==> config.mk <==
export PLATFORM = sky130hd
export DESIGN_NAME = data_reg_bank_flat
export DESIGN_NICKNAME = d
export VERILOG_FILES = /design/src/rtl/data_reg_bank_pkg.sv /design/src/rtl/data_reg_bank_if.sv /design/src/rtl/data_reg_bank_cell.sv /design/src/rtl/data_reg_bank.sv /design/src/flat_wrapper.sv
export SDC_FILE = /design/constraint.sdc
export NUM_CORES = 1
export LEC_CHECK = 0
export ABC_AREA = 1
export ABC_CLOCK_PERIOD_IN_PS = 3200
export BUFFER_PORTS_ARGS = -buffer_cell sky130_fd_sc_hd__buf_2
export CAP_MARGIN = 25
export CORE_AREA = 2 2 268 270
export CTS_BUF_LIST = sky130_fd_sc_hd__clkbuf_16
export CTS_CLUSTER_SIZE = 16
export DETAILED_ROUTE_END_ITERATION = 10
export DIE_AREA = 0 0 270 272
export GPL_TIMING_DRIVEN = 0
export SYNTH_ARGS = -nofsm -noshare
export SYNTH_HDL_FRONTEND = slang
export SYNTH_HIERARCHICAL = 1
export SYNTH_SLANG_ARGS = --single-unit
==> constraint.sdc <==
create_clock -name clk -period 3.2 [get_ports clk]
set_input_delay 0.32 -clock clk [delete_from_list [all_inputs] [get_ports clk]]
set_output_delay 0.32 -clock clk [all_outputs]
set_load 0.005 [all_outputs]
==> src/rtl/data_reg_bank_pkg.sv <==
// Shared constants and types for the ten-entry data register bank.
package data_reg_bank_pkg;

    localparam int unsigned DATA_W    = 32;
    localparam int unsigned NUM_REGS  = 10;
    localparam int unsigned ADDR_W    = 4;
    localparam int unsigned LAST_ADDR = 9;

    typedef logic [DATA_W-1:0] data_t;
    typedef logic [ADDR_W-1:0] addr_t;

    // True when the address selects one of the implemented registers.
    function automatic logic addr_in_range(input addr_t addr);
        return addr <= ADDR_W'(LAST_ADDR);
    endfunction

endpackage

==> src/rtl/data_reg_bank_if.sv <==
// Bus bundle for data_reg_bank: load sources, addressed write port and register outputs.
// Optional addrErr signal exists only when DATA_REG_BANK_ADDR_ERR_EN is defined.
interface data_reg_bank_if;
    import data_reg_bank_pkg::*;

    data_t in0, in1, in2, in3, in4, in5, in6, in7, in8, in9;
    data_t dataIn;
    addr_t address;
    logic  writeAddress;
    logic  writeAll;
    data_t out0, out1, out2, out3, out4, out5, out6, out7, out8, out9;
`ifdef DATA_REG_BANK_ADDR_ERR_EN
    logic  addrErr;
`endif

    modport master (
        output in0, in1, in2, in3, in4, in5, in6, in7, in8, in9,
        output dataIn, address, writeAddress, writeAll,
`ifdef DATA_REG_BANK_ADDR_ERR_EN
        input  addrErr,
`endif
        input  out0, out1, out2, out3, out4, out5, out6, out7, out8, out9
    );

    modport slave (
        input  in0, in1, in2, in3, in4, in5, in6, in7, in8, in9,
        input  dataIn, address, writeAddress, writeAll,
`ifdef DATA_REG_BANK_ADDR_ERR_EN
        output addrErr,
`endif
        output out0, out1, out2, out3, out4, out5, out6, out7, out8, out9
    );

endinterface

==> src/rtl/data_reg_bank_cell.sv <==
// One bank register: synchronous active-low reset, then parallel load, then write, else hold.
module data_reg_cell
    import data_reg_bank_pkg::*;
(
    input  logic  clk,
    input  logic  rst_n,
    input  logic  load_i,
    input  data_t load_val_i,
    input  logic  wr_en_i,
    input  data_t wr_val_i,
    output data_t q_o
);

    data_t data_d;
    data_t data_q;

    always_comb begin
        data_d = data_q;
        if (load_i) begin
            data_d = load_val_i;
        end else if (wr_en_i) begin
            data_d = wr_val_i;
        end
    end

    always_ff @(posedge clk) begin
        if (!rst_n) begin
            data_q <= '0;
        end else begin
            data_q <= data_d;
        end
    end

    assign q_o = data_q;

endmodule

==> src/rtl/data_reg_bank.sv <==
// Ten 32-bit registers with addressed write and parallel load, all contents on dedicated outputs.
// Define DATA_REG_BANK_ADDR_ERR_EN to add the registered addrErr out-of-range write flag.
module data_reg_bank
    import data_reg_bank_pkg::*;
(
    input  logic            clk,
    input  logic            rst_n,
    data_reg_bank_if.slave  bus
);

    data_t                load_val [NUM_REGS];
    data_t                reg_q    [NUM_REGS];
    logic [NUM_REGS-1:0]  wr_en_c;

    assign load_val[0] = bus.in0;
    assign load_val[1] = bus.in1;
    assign load_val[2] = bus.in2;
    assign load_val[3] = bus.in3;
    assign load_val[4] = bus.in4;
    assign load_val[5] = bus.in5;
    assign load_val[6] = bus.in6;
    assign load_val[7] = bus.in7;
    assign load_val[8] = bus.in8;
    assign load_val[9] = bus.in9;

    // One-hot decode; addresses past the last register match no entry and write nothing.
    always_comb begin
        wr_en_c = '0;
        for (int unsigned k = 0; k < NUM_REGS; k++) begin
            wr_en_c[k] = bus.writeAddress && (bus.address == ADDR_W'(k));
        end
    end

    for (genvar g = 0; g < NUM_REGS; g++) begin : g_cell
        data_reg_cell u_cell (
            .clk        (clk),
            .rst_n      (rst_n),
            .load_i     (bus.writeAll),
            .load_val_i (load_val[g]),
            .wr_en_i    (wr_en_c[g]),
            .wr_val_i   (bus.dataIn),
            .q_o        (reg_q[g])
        );
    end

    assign bus.out0 = reg_q[0];
    assign bus.out1 = reg_q[1];
    assign bus.out2 = reg_q[2];
    assign bus.out3 = reg_q[3];
    assign bus.out4 = reg_q[4];
    assign bus.out5 = reg_q[5];
    assign bus.out6 = reg_q[6];
    assign bus.out7 = reg_q[7];
    assign bus.out8 = reg_q[8];
    assign bus.out9 = reg_q[9];

`ifdef DATA_REG_BANK_ADDR_ERR_EN
    logic addr_err_d;
    logic addr_err_q;

    // Flag an addressed write that lost no priority to writeAll yet hit no register.
    always_comb begin
        addr_err_d = bus.writeAddress && !bus.writeAll && !addr_in_range(bus.address);
    end

    always_ff @(posedge clk) begin
        if (!rst_n) begin
            addr_err_q <= 1'b0;
        end else begin
            addr_err_q <= addr_err_d;
        end
    end

    assign bus.addrErr = addr_err_q;
`else
    // Out-of-range writes are dropped by the decode with no further indication.
`endif

endmodule

==> src/flat_wrapper.sv <==
// flat-port wrapper written by rule: the top's interface ports become plain ports
module data_reg_bank_flat import data_reg_bank_pkg::*;
  (clk, rst_n, bus_in0, bus_in1, bus_in2, bus_in3, bus_in4, bus_in5, bus_in6, bus_in7, bus_in8, bus_in9, bus_dataIn, bus_address, bus_writeAddress, bus_writeAll, bus_out0, bus_out1, bus_out2, bus_out3, bus_out4, bus_out5, bus_out6, bus_out7, bus_out8, bus_out9);
  data_reg_bank_if bus_i ();
  input  logic clk;
  input  logic rst_n;
  input wire logic [$bits(bus_i.in0)-1:0] bus_in0;
  input wire logic [$bits(bus_i.in1)-1:0] bus_in1;
  input wire logic [$bits(bus_i.in2)-1:0] bus_in2;
  input wire logic [$bits(bus_i.in3)-1:0] bus_in3;
  input wire logic [$bits(bus_i.in4)-1:0] bus_in4;
  input wire logic [$bits(bus_i.in5)-1:0] bus_in5;
  input wire logic [$bits(bus_i.in6)-1:0] bus_in6;
  input wire logic [$bits(bus_i.in7)-1:0] bus_in7;
  input wire logic [$bits(bus_i.in8)-1:0] bus_in8;
  input wire logic [$bits(bus_i.in9)-1:0] bus_in9;
  input wire logic [$bits(bus_i.dataIn)-1:0] bus_dataIn;
  input wire logic [$bits(bus_i.address)-1:0] bus_address;
  input wire logic [$bits(bus_i.writeAddress)-1:0] bus_writeAddress;
  input wire logic [$bits(bus_i.writeAll)-1:0] bus_writeAll;
  output wire logic [$bits(bus_i.out0)-1:0] bus_out0;
  output wire logic [$bits(bus_i.out1)-1:0] bus_out1;
  output wire logic [$bits(bus_i.out2)-1:0] bus_out2;
  output wire logic [$bits(bus_i.out3)-1:0] bus_out3;
  output wire logic [$bits(bus_i.out4)-1:0] bus_out4;
  output wire logic [$bits(bus_i.out5)-1:0] bus_out5;
  output wire logic [$bits(bus_i.out6)-1:0] bus_out6;
  output wire logic [$bits(bus_i.out7)-1:0] bus_out7;
  output wire logic [$bits(bus_i.out8)-1:0] bus_out8;
  output wire logic [$bits(bus_i.out9)-1:0] bus_out9;
  assign bus_i.in0 = bus_in0;
  assign bus_i.in1 = bus_in1;
  assign bus_i.in2 = bus_in2;
  assign bus_i.in3 = bus_in3;
  assign bus_i.in4 = bus_in4;
  assign bus_i.in5 = bus_in5;
  assign bus_i.in6 = bus_in6;
  assign bus_i.in7 = bus_in7;
  assign bus_i.in8 = bus_in8;
  assign bus_i.in9 = bus_in9;
  assign bus_i.dataIn = bus_dataIn;
  assign bus_i.address = bus_address;
  assign bus_i.writeAddress = bus_writeAddress;
  assign bus_i.writeAll = bus_writeAll;
  assign bus_out0 = bus_i.out0;
  assign bus_out1 = bus_i.out1;
  assign bus_out2 = bus_i.out2;
  assign bus_out3 = bus_i.out3;
  assign bus_out4 = bus_i.out4;
  assign bus_out5 = bus_i.out5;
  assign bus_out6 = bus_i.out6;
  assign bus_out7 = bus_i.out7;
  assign bus_out8 = bus_i.out8;
  assign bus_out9 = bus_i.out9;
  data_reg_bank u_core (.clk(clk), .rst_n(rst_n), .bus(bus_i));
endmodule
==> reports/qor.csv <==
stage,metric,value,unit
yosys,library cells used by synthesis,13,
pwr,Psw,3119,uW
global_route,Top Usage Layer GRT,met2,
global_route,global-route wire length before repair,121400,microns
clocking,hold bufs inserted after CTS,0,
min_path,Worst Min Path Start,bus_in3[11],
placed_design,I/O Buffers,678,
placed_design,final RePlAce weighted congestion,0.8837,
setup_path,origin of the critical flop-to-flop path,u_core/g_cell[2].u_cell/q_o[28]$_SDFFE_PN0P_,
clocking,total clock sinks,320,
setup_path,r2r worst-path depth,4,
route,Antenna Violating Nets Remaining,0,
clocking,TritonCTS clock tree,yes,
floorplan,die width,270,microns
cells_and_area,area of the multi-input gates,7327,sq um
global_route,GR met3 Demand/Resource,0.04919,
min_path,Worst Hold Class,input pin to flip-flop,
setup_path,worst r2r dst,u_core/g_cell[2].u_cell/q_o[28]$_SDFFE_PN0P_,
global_route,M2 GR Usage,0.3888,
route,routed vias,18701,
min_path,hold depth,5,
route,DRT Wirelength,86990,microns
floorplan,chip height,272,microns
setup_path,Crit. End Element,primary output,
yosys,"Warnings, synthesis",6,
clocking,"CTS clk-pin slew, worst paths",0.06,ns
yosys,Synth Area in Adders,0,
floorplan,CORE AREA,70750,sq um
route,DR WL/cell,20.95,microns
clocking,postcts setup bufs,0,
setup_path,startpoint types,flip-flop,
yosys,Cells after Synth,2452,
timing,actual slew at the worst max-slew pin,0.8774,ns
cells_and_area,area grow syn2layout,35.87,%
pwr,Static Leak,0.01318,uW
route,drt via density,4.504,
pwr,PD cells,477.2,nW/um^2
setup_path,"CP delay by family, top",flip-flops,
yosys,post-synthesis mux area share,0,
global_route,met1 Use GR,0.2790,
pwr,Pwr Total,10520,uW
setup_path,R2R Setup Slk,2.50,ns
route,# DRC,0,
setup_path,WS Path Type,flip-flop to primary output,
timing,RSZ-0062 raised after global routing,no,
clocking,clk root buf,clkbuf_16,
cells_and_area,Final nets,3534,
global_route,largest net degree at the start of global routing,51,
clocking,Clock Latency Late Sink,0.56,ns
setup_path,CP Data Arrival Time,1.11,ns
placed_design,post-DP HPWL,66170,microns
cells_and_area,share of cells above drive strength 1,0.3120,
min_path,Hold Path End,u_core/g_cell[3].u_cell/q_o[11]$_SDFFE_PN0P_,
global_route,initial antenna violation count,14,
floorplan,# rows,98,
setup_path,CP max stage cell,dfxtp_1,
yosys,largest family of logic cells by synthesized area,simple AND/OR/NAND/NOR gates,
cells_and_area,Reg area,6406,sq um
yosys,synthesized flop and latch total,320,
yosys,sequential cell area fraction in the yosys report,0.3948,
pwr,Flop pwr share,0.414,
yosys,Compound-Gate Fraction of Synth Area,0,
floorplan,IO Count,680,
timing,setup TNS,0,ns
timing,"Min Clock Period, post-route",1.432,ns
clocking,CTS Buffer Depth,3,
setup_path,CP max FO,2,
setup_path,required time of the critical path,2.88,ns
timing,final-report setup violation count,0,
yosys,Synth Area in XOR/XNOR,0,
timing,fin crit share,0.4476,
timing,final-report hold violation count,0,
yosys,Mapped Nets,2812,
floorplan,die area,73440,sq um
timing,clk_skew,0,ns
global_route,GRT Overall Usage,0.2260,
route,1st-pass router iterations,5,
clocking,clock buffer count from CTS,42,
pwr,maximum vdd ir drop,347.0,uV
yosys,post-synthesis simple-gate area fraction,0.4516,
setup_path,worst path cell trace,buf_2,
pwr,Sw Ratio,0.2965,
clocking,htree depth,2,
run,max cap viols,0,
run_status,outcome,"complete, no violations",
yosys,Syn Std Cell Area,16230,sq um
clocking,Resized cells post-CTS,0,
cells_and_area,filler instances,7916,
global_route,vias in the first global route,17489,
setup_path,worst path bufs/invs,1,
timing,Max Slew Vio Count,0,
yosys,Mapped Avg Cell Area,6.617,sq um
timing,Max Freq,0.6981,GHz
route,initial DRC count,1449,
setup_path,CP peak stage delay,0.41,ns
pwr,clock share of power,0.417,
timing,Slew HR,0.4150,
cells_and_area,max FFs per register,320,
floorplan,Initial Util,0.2293,
pwr,part of the power in combinational logic,0.170,
pwr,Internal,7402,uW
global_route,global route total overflow,0,
tightest hold or removal path, cell delays in order:
cell and delay [ns]:
buf_2 0.07, nand2_1 0.04, nand3_1 0.07, nand2_1 0.05, inv_1 0.04
through the flow:
step / util / setup WS (ns) / hold WS (ns) / cell area (sq um) / std cells
6_report: 0.3116 / 1.768 / 0.04606 / 22050 / 4152
5_1_grt: 0.3116 / 1.669 / 0.04341 / 22050 / 4152
4_1_cts: 0.3115 / 1.694 / 0.0009764 / 22040 / 4149
3_5_place_dp: 0.2941 / 1.144 / 0.5197 / 20810 / 4080
3_3_place_gp: 0.2941 / 0.8648 / 0.5108 / 20810 / 4080
2_1_floorplan: - / 1.983 / 0.4176 / 16230 / 2452
kinds of logic (layout without fill, tap and decap cells):
family	after synthesis	count (layout)
simple gates	1628	1628
buf+inv	504	1251
flops	320	320
other cells	0	3
worst max-delay path by stage:
stage	start	endpoint	slack, ns	cells after the start
2_1_floorplan	bus_address[2]	u_core/g_cell[0].u_cell/q_o[10]$_SDFFE_PN0P_	1.98	9
5_1_grt	bus_address[2]	u_core/g_cell[2].u_cell/q_o[10]$_SDFFE_PN0P_	1.67	10
4_1_cts	u_core/g_cell[9].u_cell/q_o[29]$_SDFFE_PN0P_	bus_out9[29]	1.69	1
3_5_place_dp	bus_address[2]	u_core/g_cell[2].u_cell/q_o[10]$_SDFFE_PN0P_	1.14	10
6_report	u_core/g_cell[2].u_cell/q_o[28]$_SDFFE_PN0P_	bus_out2[28]	1.77	1
3_3_place_gp	rst_n	u_core/g_cell[3].u_cell/q_o[18]$_SDFFE_PN0P_	0.86	4
power by group through the flow:
stage / Clock [uW] / Sequential (uW) / Combinational, uW
global placement: 0 / 4430 / 1790
CTS: 4510 / 4350 / 1800
detailed placement: 0 / 4430 / 1790
global route: 4670 / 4370 / 1950
finish: 4380 / 4350 / 1790
floorplan: 0 / 4450 / 810
final cells by class:
| type | instances | area share |
|---|---|---|
| inverters | 334 | 0.05687 |
| plain buffers | 170 | 0.05619 |
| well taps | 950 | 0.05392 |
| multi-input cells | 1628 | 0.3324 |
| clock inverters | 26 | 0.006924 |
| clock buffers | 43 | 0.04881 |
| repair buffers | 678 | 0.1540 |
| flip-flops and latches | 320 | 0.2906 |
| diodes | 3 | 0.0003405 |
cell usage in the layout, fill, tap and decap left out:
cell	netlist	final
buf_1	20	20
buf_2	60	737
buf_4	50	51
buf_6	30	30
buf_8	10	10
bufinv_16	0	1
clkbuf_16	0	43
clkinv_1	0	5
clkinv_4	0	3
clkinvlp_4	0	1
dfxtp_1	320	320
diode_2	0	3
inv_1	324	338
inv_2	10	10
inv_6	0	2
nand2_1	865	865
nand2_2	100	100
nand3_1	642	642
nor2_1	11	11
nor2_8	10	10
per-layer routing:
layer	part of all wire	vias up	routed length, microns
li1	-	9036	-
met1	0.41	8650	35810
met5	0.00094	-	82
met4	0.031	12	2712
met3	0.077	153	6711
met2	0.48	850	41670
synthesized netlist by cell type:
cell,n,share of area
buf_1,20,0.0046
buf_2,60,0.019
buf_4,50,0.023
buf_6,30,0.021
buf_8,10,0.0093
dfxtp_1,320,0.39
inv_1,324,0.075
inv_2,10,0.0023
nand2_1,865,0.20
nand2_2,100,0.039
nand3_1,642,0.20
nor2_1,11,0.0025
nor2_8,10,0.012
No activity file was read; power rests on OpenSTA's default activity.
